`config.mk`:
```
export PLATFORM = sky130hd
export DESIGN_NAME = spi_arbiter
export DESIGN_NICKNAME = d
export VERILOG_FILES = /design/src/rtl/spi_arbiter.sv
export SDC_FILE = /design/constraint.sdc
export NUM_CORES = 1
export LEC_CHECK = 0
export BUFFER_PORTS_ARGS = -buffer_cell sky130_fd_sc_hd__buf_2
export CORE_AREA = 2 2 218 220
export DETAILED_ROUTE_END_ITERATION = 10
export DIE_AREA = 0 0 220 222
export GPL_ROUTABILITY_DRIVEN = 0
export HOLD_SLACK_MARGIN = 0.08
export MAX_ROUTING_LAYER = met4
export PLACE_DENSITY_LB_ADDON = 0.2
export SYNTH_ARGS = -nofsm -noshare
export SYNTH_HDL_FRONTEND = slang
export SYNTH_SLANG_ARGS = --single-unit
```
`constraint.sdc`:
```
create_clock -name CLK -period 2 [get_ports CLK]
set_input_delay 0.2 -clock CLK [delete_from_list [all_inputs] [get_ports CLK]]
set_output_delay 0.2 -clock CLK [all_outputs]
set_load 0.03 [all_outputs]
```
`src/rtl/spi_arbiter.sv`:
```
// spi_arbiter: shares one SPI controller among NUM_REQ requesters and steers its chip-select.
// Define SPI_ARB_ROUND_ROBIN_EN for round-robin arbitration; otherwise the lowest index wins.
module spi_arbiter #(
    parameter int NUM_REQ = 4
) (
    input  logic                   CLK,
    input  logic                   RESET_N,
    input  logic [NUM_REQ-1:0]     REQ,
    input  logic [64*NUM_REQ-1:0]  REQ_DIN,
    input  logic [8*NUM_REQ-1:0]   REQ_MOSI_WIDTH,
    input  logic [8*NUM_REQ-1:0]   REQ_MISO_WIDTH,
    input  logic [2*NUM_REQ-1:0]   REQ_MODE,
    output logic [NUM_REQ-1:0]     ACK,
    output logic [63:0]            RDATA,
    output logic [NUM_REQ-1:0]     GRANT,
    output logic                   SPI_KICK,
    input  logic                   SPI_BUSY,
    output logic [63:0]            SPI_DIN,
    output logic [7:0]             SPI_MOSI_WIDTH,
    output logic [7:0]             SPI_MISO_WIDTH,
    output logic                   SPI_CPOL,
    output logic                   SPI_CPHA,
    input  logic [63:0]            SPI_DOUT,
    input  logic                   SPI_CS,
    output logic [NUM_REQ-1:0]     CS_N
);
    localparam int IW = $clog2(NUM_REQ);

    typedef enum logic [1:0] {IDLE, KICK, RUN, DONE} state_t;

    state_t             state_q, state_d;
    logic [NUM_REQ-1:0] grant_q, grant_d;
    logic [NUM_REQ-1:0] ack_q, ack_d;
    logic               kick_q, kick_d;
    logic [63:0]        rdata_q, rdata_d;
    logic [63:0]        din_q, din_d;
    logic [7:0]         mosi_w_q, mosi_w_d;
    logic [7:0]         miso_w_q, miso_w_d;
    logic               cpol_q, cpol_d;
    logic               cpha_q, cpha_d;

    logic [IW-1:0]      win_idx;
    logic               win_vld;
    logic [7:0]         sel_mosi_w;
    logic [7:0]         sel_miso_w;
    logic [1:0]         sel_mode;

`ifdef SPI_ARB_ROUND_ROBIN_EN
    logic [IW-1:0]      ptr_q, ptr_d;

    // Descending scan so the smallest offset from the pointer is the last writer.
    always_comb begin
        win_idx = '0;
        win_vld = 1'b0;
        for (int k = NUM_REQ - 1; k >= 0; k--) begin
            if (REQ[(int'(ptr_q) + k) % NUM_REQ]) begin
                win_vld = 1'b1;
                win_idx = IW'((int'(ptr_q) + k) % NUM_REQ);
            end
        end
    end

    always_comb begin
        ptr_d = ptr_q;
        if (state_q == IDLE && win_vld)
            ptr_d = IW'((int'(win_idx) + 1) % NUM_REQ);
    end

    always_ff @(posedge CLK or negedge RESET_N) begin
        if (!RESET_N) ptr_q <= '0;
        else          ptr_q <= ptr_d;
    end
`else
    always_comb begin
        win_idx = '0;
        win_vld = 1'b0;
        for (int k = NUM_REQ - 1; k >= 0; k--) begin
            if (REQ[k]) begin
                win_vld = 1'b1;
                win_idx = IW'(k);
            end
        end
    end
`endif

    always_comb begin
        sel_mosi_w = REQ_MOSI_WIDTH[8*win_idx +: 8];
        sel_miso_w = REQ_MISO_WIDTH[8*win_idx +: 8];
        sel_mode   = REQ_MODE[2*win_idx +: 2];
    end

    always_comb begin
        state_d  = state_q;
        grant_d  = grant_q;
        ack_d    = '0;
        kick_d   = kick_q;
        rdata_d  = rdata_q;
        din_d    = din_q;
        mosi_w_d = mosi_w_q;
        miso_w_d = miso_w_q;
        cpol_d   = cpol_q;
        cpha_d   = cpha_q;
        case (state_q)
            IDLE: begin
                if (win_vld) begin
                    grant_d          = '0;
                    grant_d[win_idx] = 1'b1;
                    din_d            = REQ_DIN[64*win_idx +: 64];
                    mosi_w_d         = (sel_mosi_w == 8'd0) ? 8'd1 : sel_mosi_w;
                    miso_w_d         = (sel_miso_w == 8'd0) ? 8'd1 : sel_miso_w;
                    cpol_d           = sel_mode[1];
                    cpha_d           = sel_mode[0];
                    kick_d           = 1'b1;
                    state_d          = KICK;
                end
            end
            KICK: begin
                if (SPI_BUSY) begin
                    kick_d  = 1'b0;
                    state_d = RUN;
                end
            end
            RUN: begin
                if (!SPI_BUSY) begin
                    rdata_d = SPI_DOUT;
                    ack_d   = grant_q;
                    state_d = DONE;
                end
            end
            DONE: begin
                grant_d = '0;
                state_d = IDLE;
            end
            default: state_d = IDLE;
        endcase
    end

    always_ff @(posedge CLK or negedge RESET_N) begin
        if (!RESET_N) begin
            state_q  <= IDLE;
            grant_q  <= '0;
            ack_q    <= '0;
            kick_q   <= 1'b0;
            rdata_q  <= '0;
            din_q    <= '0;
            mosi_w_q <= '0;
            miso_w_q <= '0;
            cpol_q   <= 1'b0;
            cpha_q   <= 1'b0;
        end else begin
            state_q  <= state_d;
            grant_q  <= grant_d;
            ack_q    <= ack_d;
            kick_q   <= kick_d;
            rdata_q  <= rdata_d;
            din_q    <= din_d;
            mosi_w_q <= mosi_w_d;
            miso_w_q <= miso_w_d;
            cpol_q   <= cpol_d;
            cpha_q   <= cpha_d;
        end
    end

    assign ACK            = ack_q;
    assign RDATA          = rdata_q;
    assign GRANT          = grant_q;
    assign SPI_KICK       = kick_q;
    assign SPI_DIN        = din_q;
    assign SPI_MOSI_WIDTH = mosi_w_q;
    assign SPI_MISO_WIDTH = miso_w_q;
    assign SPI_CPOL       = cpol_q;
    assign SPI_CPHA       = cpha_q;
    // Only combinational path: the controller's CS reaches the granted device alone.
    assign CS_N           = {NUM_REQ{SPI_CS}} | ~grant_q;

endmodule
```
# Yosys cells after proc, flatten, opt, wreduce, memory -nomap -nowiden
# Cells that the tools add are included.
# W data, S select, Z words.
[op_classes] add_sub_neg=0 eq_ne=6 n_bitwise=3 magnitude_cmp=2 muxes=23 n_shift=4 n_mul=0 n_reduce_logical=11 div_mod_pow=0
[ops] operator="$shiftx A256 B9 Y64" count=1
[ops] operator="$shiftx A32 B6 Y8" count=2
[ops] operator="$logic_not A8 Y1" count=2
[ops] operator="$mux W8" count=2
[ops] operator="$mux W2" count=7
[ops] operator="$mux W4" count=3
[ops] operator="$pmux W2 S4" count=1
[ops] operator="$pmux W4 S2" count=1
[ops] operator="$shiftx A8 B4 Y2" count=1
[ops] operator="$mux W1" count=7
[ops] operator="$ne A2 B2 Y1 const B" count=3
[ops] operator="$reduce_and A2 Y1" count=3
[ops] operator="$reduce_and A3 Y1" count=2
[ops] operator="$eq A2 B2 Y1 const B" count=2
[ops] operator="$not A4 Y4" count=1
[ops] operator="$or A4 B4 Y4" count=1
[ops] operator="$reduce_bool A2 Y1" count=2
[ops] operator="$lt A2 B3 Y1 const B" count=1
[ops] operator="$demux W1 S2" count=1
[ops] operator="$eq A2 B1 Y1 const B" count=1
[ops] operator="$ge A2 B1 Y1 const B" count=1
[ops] operator="$logic_not A2 Y1" count=1
[ops] operator="$pmux W1 S2" count=1
[ops] operator="$logic_and A1 B1 Y1" count=1
[ops] operator="$not A1 Y1" count=1
[word_totals] ff_bits=157 input_bits=400 wordCells=59 ram_bits=0 latch_bits=0 output_inout_bits=159 rom_bits=0 n_memories=0

# Logic depth before layout (Yosys ltp)
[logic_depth] word_depth=10 mapped_depth=9 mapped_depth_nobuf=7

# Least setup slack after synthesis
# No wires, ideal clock.
[synth_timing] path_kind="register to register" from="register state_q[0]" to="register rdata_q[10], in the netlist RDATA[10]" arrival_time_ns=1.868 setup_slack_ns=0.007 path_stages_with_launch=8 t_required_ns=1.875 path_buffers=3 synth_period_minus_slack_ns=1.993 path_cell_list="dfrtp_1 -> inv_1 -> ha_1 -> nor2b_1 -> clkbuf_1 -> buf_2 -> buf_1 -> mux2_2"
[synth_via] elab_chain_len=2
[synth_rtl] item="start, declared" line_no="31" text="state_t state_q, state_d;"
[synth_rtl] item="start signal, assigned" line_no="151" text="state_q <= state_d;"
[synth_rtl] item="$eq A2 B2 Y1" line_no="103" text="case (state_q)"
[synth_rtl] item="$reduce_and A2 Y1 (no line)"
[synth_rtl] item="end signal, assigned" line_no="155" text="rdata_q <= rdata_d;"
[synth_rtl] item="end, declared" line_no="35" text="logic [63:0] rdata_q, rdata_d;"
# Every way passes these cells.
# A chain may end at the register's enable or synchronous reset.

# Worst setup path in the final report
[layout_timing] from="input REQ[2]" to="register din_q[37], in the netlist SPI_DIN[37]"
[layout_via] elab_chain_len=4
[layout_rtl] item="start, declared" line_no="8" text="input logic [NUM_REQ-1:0] REQ,"
[layout_rtl] item="$mux W2 / $mux W1 (equally long branches) (3 in series)" line_no="78" text="if (REQ[k]) begin"
[layout_rtl] item="$shiftx A256 B9 Y64 / $reduce_and A2 Y1 (equally long branches)"
[layout_rtl] item="end signal, assigned" line_no="156" text="din_q <= din_d;"
[layout_rtl] item="end, declared" line_no="36" text="logic [63:0] din_q, din_d;"
# Parallel ways exist; a longest one is shown, timed or not.

==> metrics.md <==
| Metric | Value |
|---|---|
| Full die area | 0.0488 mm^2 |
| Syn_nets | 1,153 |
| Port bufs | 558 |
| Number of global-route vias before repair | 9,590 |
| Cell variety after synth | 45 |
| WHS | 61.0 ps |
| Outcome | finished, final reports clean |
| Post-route setup TNS | 0 ps |
| Reg2reg path depth | 5 |
| WP data required | 2360 ps |
| Total core area | 0.0463 mm^2 |
| CP max FO | 18 |
| Grt total ovfl | 0 |
| Most common cell in the netlist | dfrtp_1 |
| Fin crit period | 1990 ps |
| CTS tree | built |
| Syn Std Cell Area | 0.00811 mm^2 |
| Cell Pwr Density | 1220 mW/mm^2 |
| WHS Path Cells | 3 |
| Multi-input logic area | 0.00391 mm^2 |
| Leading area contributor after synthesis | dfrtp_1 |
| Die Height | 222 um |
| Hold Crit Class | in -> reg |
| Clk slew on worst S/H paths | 70 ps |
| Vias/cell | 4.34 |
| Sink Count | 157 |
| Max_slew headroom | 0.602 |
| Slew @ Worst Pin | 595 ps |
| Post-synth EDFFs | 0 |
| CP Launch Type | input pin |
| # rows | 79 |
| Async set-reset flop share out of synthesis | 1.00 |
| H-tree Lvls | 4 |
| # DRC | 0 |
| Yosys warnings | 0 |
| Initial antenna violation count | 12 |
| CTS Buffer Depth | 2 |
| Dominant synthesized flop cell | dfrtp_1 |
| Share of layout cells above drive strength 1 | 0.514 |
| Peak VDD IR | 0.896 mV |
| Wire per inst | 17.6 um |
| Post-synth top area share | 0.484 |
| Routed WL | 38,100 um |
| Final core occ | 0.322 |
| Highest Clock Rate | 0.502 GHz |
| Storage element area | 0.00393 mm^2 |
| Synth cell count leaders | dfrtp_1 (157), mux2_2 (131), nand2_1 (131) |
| Drt first-iter violations | 708 |
| Max-Cap Viols | 0 |
| Worst skew pair latency | 470 ps |
| RSZ-0062 raised after global routing | true |
| Post-place setup slack | -73.3 ps |
| Leak | 7.27 nW |
| Die X | 220 um |
| CP Data Arrival Time | 2350 ps |
| Fin nets | 1,942 |
| Worst hold path startpoint | REQ_DIN[193] |
| Avg Cell Area, Syn | 10.8 um^2 |
| HPWL reported at the end of detailed placement | 27,800 um |
| CP endpoint kind | flop |
| Post-route ant nets | 0 |
| Fillers | 4,747 |
| Total CTS buffers | 17 |
| R2R Path Start | state_q[0] |
| Seq/Total Area, Yosys | 0.484 |
| Setup Skew | 9.70 ps |
| Num ports | 559 |
| Synthesized instance count | 748 |
| Final hold violation count | 0 |
| Drt pass-1 iters | 9 |
| Via count | 9,413 |
| R2R Setup Slk | 190 ps |
| Final setup margin | 9.65 ps |
| Final period util | 0.995 |
| Final setup fails | 0 |
| Top post-synthesis cells by area | dfrtp_1 (48%), mux2_2 (18%), a222oi_1 (8.4%) |
| Synth Register Bits | 157 |
| Gr usage total | 0.154 |
| Max-slew violation count | 0 |
| Area grow syn2layout | 83.8% |
| Root buf cell | clkbuf_16 |
| Crit Path Class | in -> reg |
| Worst hold endpoint | SPI_DIN[1] |
| Largest net degree at the start of global routing | 69 |
| First-pass GRT wire length | 54,600 um |
| Crit Reg-Reg Endpoint | RDATA[38] |
| Starting Density | 0.175 |
[per-stage QoR]
stage | power, mW | instances | cell area [um^2]
2_1_floorplan | 11.2 | 748 | 8110
3_3_place_gp | 14.6 | 1896 | 11900
3_5_place_dp | 14.6 | 1896 | 11900
4_1_cts | 18.5 | 2141 | 14700
5_1_grt | 19.5 | 2167 | 14900
6_report | 18.2 | 2167 | 14900
[cell families after synthesis]
family,share of synthesized area
buffers and inverters,0.0378
AO/OA/AOI/OAI,0.181
flip-flops,0.484
AND/OR/NAND/NOR,0.106
multiplexers,0.183
adder cells (fa/ha/maj),0.00771
[where the power goes]
| group | switching [mW] | total [mW] | internal, mW |
|---|---|---|---|
| Clock | 1.48 | 3.34 | 1.85 |
| Combinational | 5.89 | 9.36 | 3.47 |
| Sequential | 0.815 | 5.53 | 4.71 |
[state kept, by name (all words and copies together) (netlist names)]
name,flops
ACK,4
GRANT,4
RDATA,64
SPI_CPHA,1
SPI_CPOL,1
SPI_DIN,64
SPI_KICK,1
SPI_MISO_WIDTH,8
SPI_MOSI_WIDTH,8
state_q,2
[layout by cell type, fill, tap and decap left out, types with 6 or more instances in the layout]
cell type	n
a222oi_1	68
buf_12	12
mux2_2	131
o21ai_1	27
o21ai_0	48
nand2b_1	6
nor2_1	12
dfrtp_1	157
clkbuf_16	20
and3_1	20
dlygate4sd3_1	194
o31ai_1	12
dlymetal6s4s_1	18
a22o_1	6
nand2_1	131
buf_2	557
buf_4	47
diode_2	12
[how the worst max path moves through the flow]
| stage | startpoint | to | slack (ps) | depth (start not counted) |
|---|---|---|---|---|
| floorplan | state_q[0] | RDATA[10] | 7 | 7 |
| global placement | REQ[2] | SPI_DIN[16] | -70 | 7 |
| detailed placement | REQ[2] | SPI_DIN[3] | -70 | 7 |
| CTS | REQ[2] | SPI_MOSI_WIDTH[1] | 30 | 9 |
| global route | REQ[2] | SPI_DIN[60] | -60 | 9 |
| finish | REQ[2] | SPI_DIN[37] | 10 | 9 |
[critical path, cell delays in order]
cell	delay [ps]
buf_2	90
and2b_2	250
o21ai_4	170
buf_4	150
buf_12	160
mux2_2	360
a222oi_1	270
dlygate4sd3_1	590
o21ai_0	70
[per-layer routing]
metal | vias up | global-route usage | wire [um]
li1 | 4448 | - | -
met3 | 58 | 0.0444 | 2890
met1 | 4447 | 0.166 | 15100
met5 | - | - | 0
met4 | 0 | 0.0734 | 1270
met2 | 460 | 0.257 | 18900
[final cells by class]
cell class	count	share of cell area
Sequential cell	157	0.264
Clock inverter	13	0.0106
Antenna cell	12	0.00201
Inverter	4	0.00101
Timing Repair Buffer	836	0.381
Tap cell	607	0.0509
Clock buffer	17	0.0285
Multi-Input combinational cell	521	0.262
[timing repair]
item	CTS	global route
hold buffers	215	9
endpoints found under the setup margin	0	42
hold endpoints to repair	200	9
resized for setup	0	25
setup buffers	0	13
(Power assumes the default switching activity.)
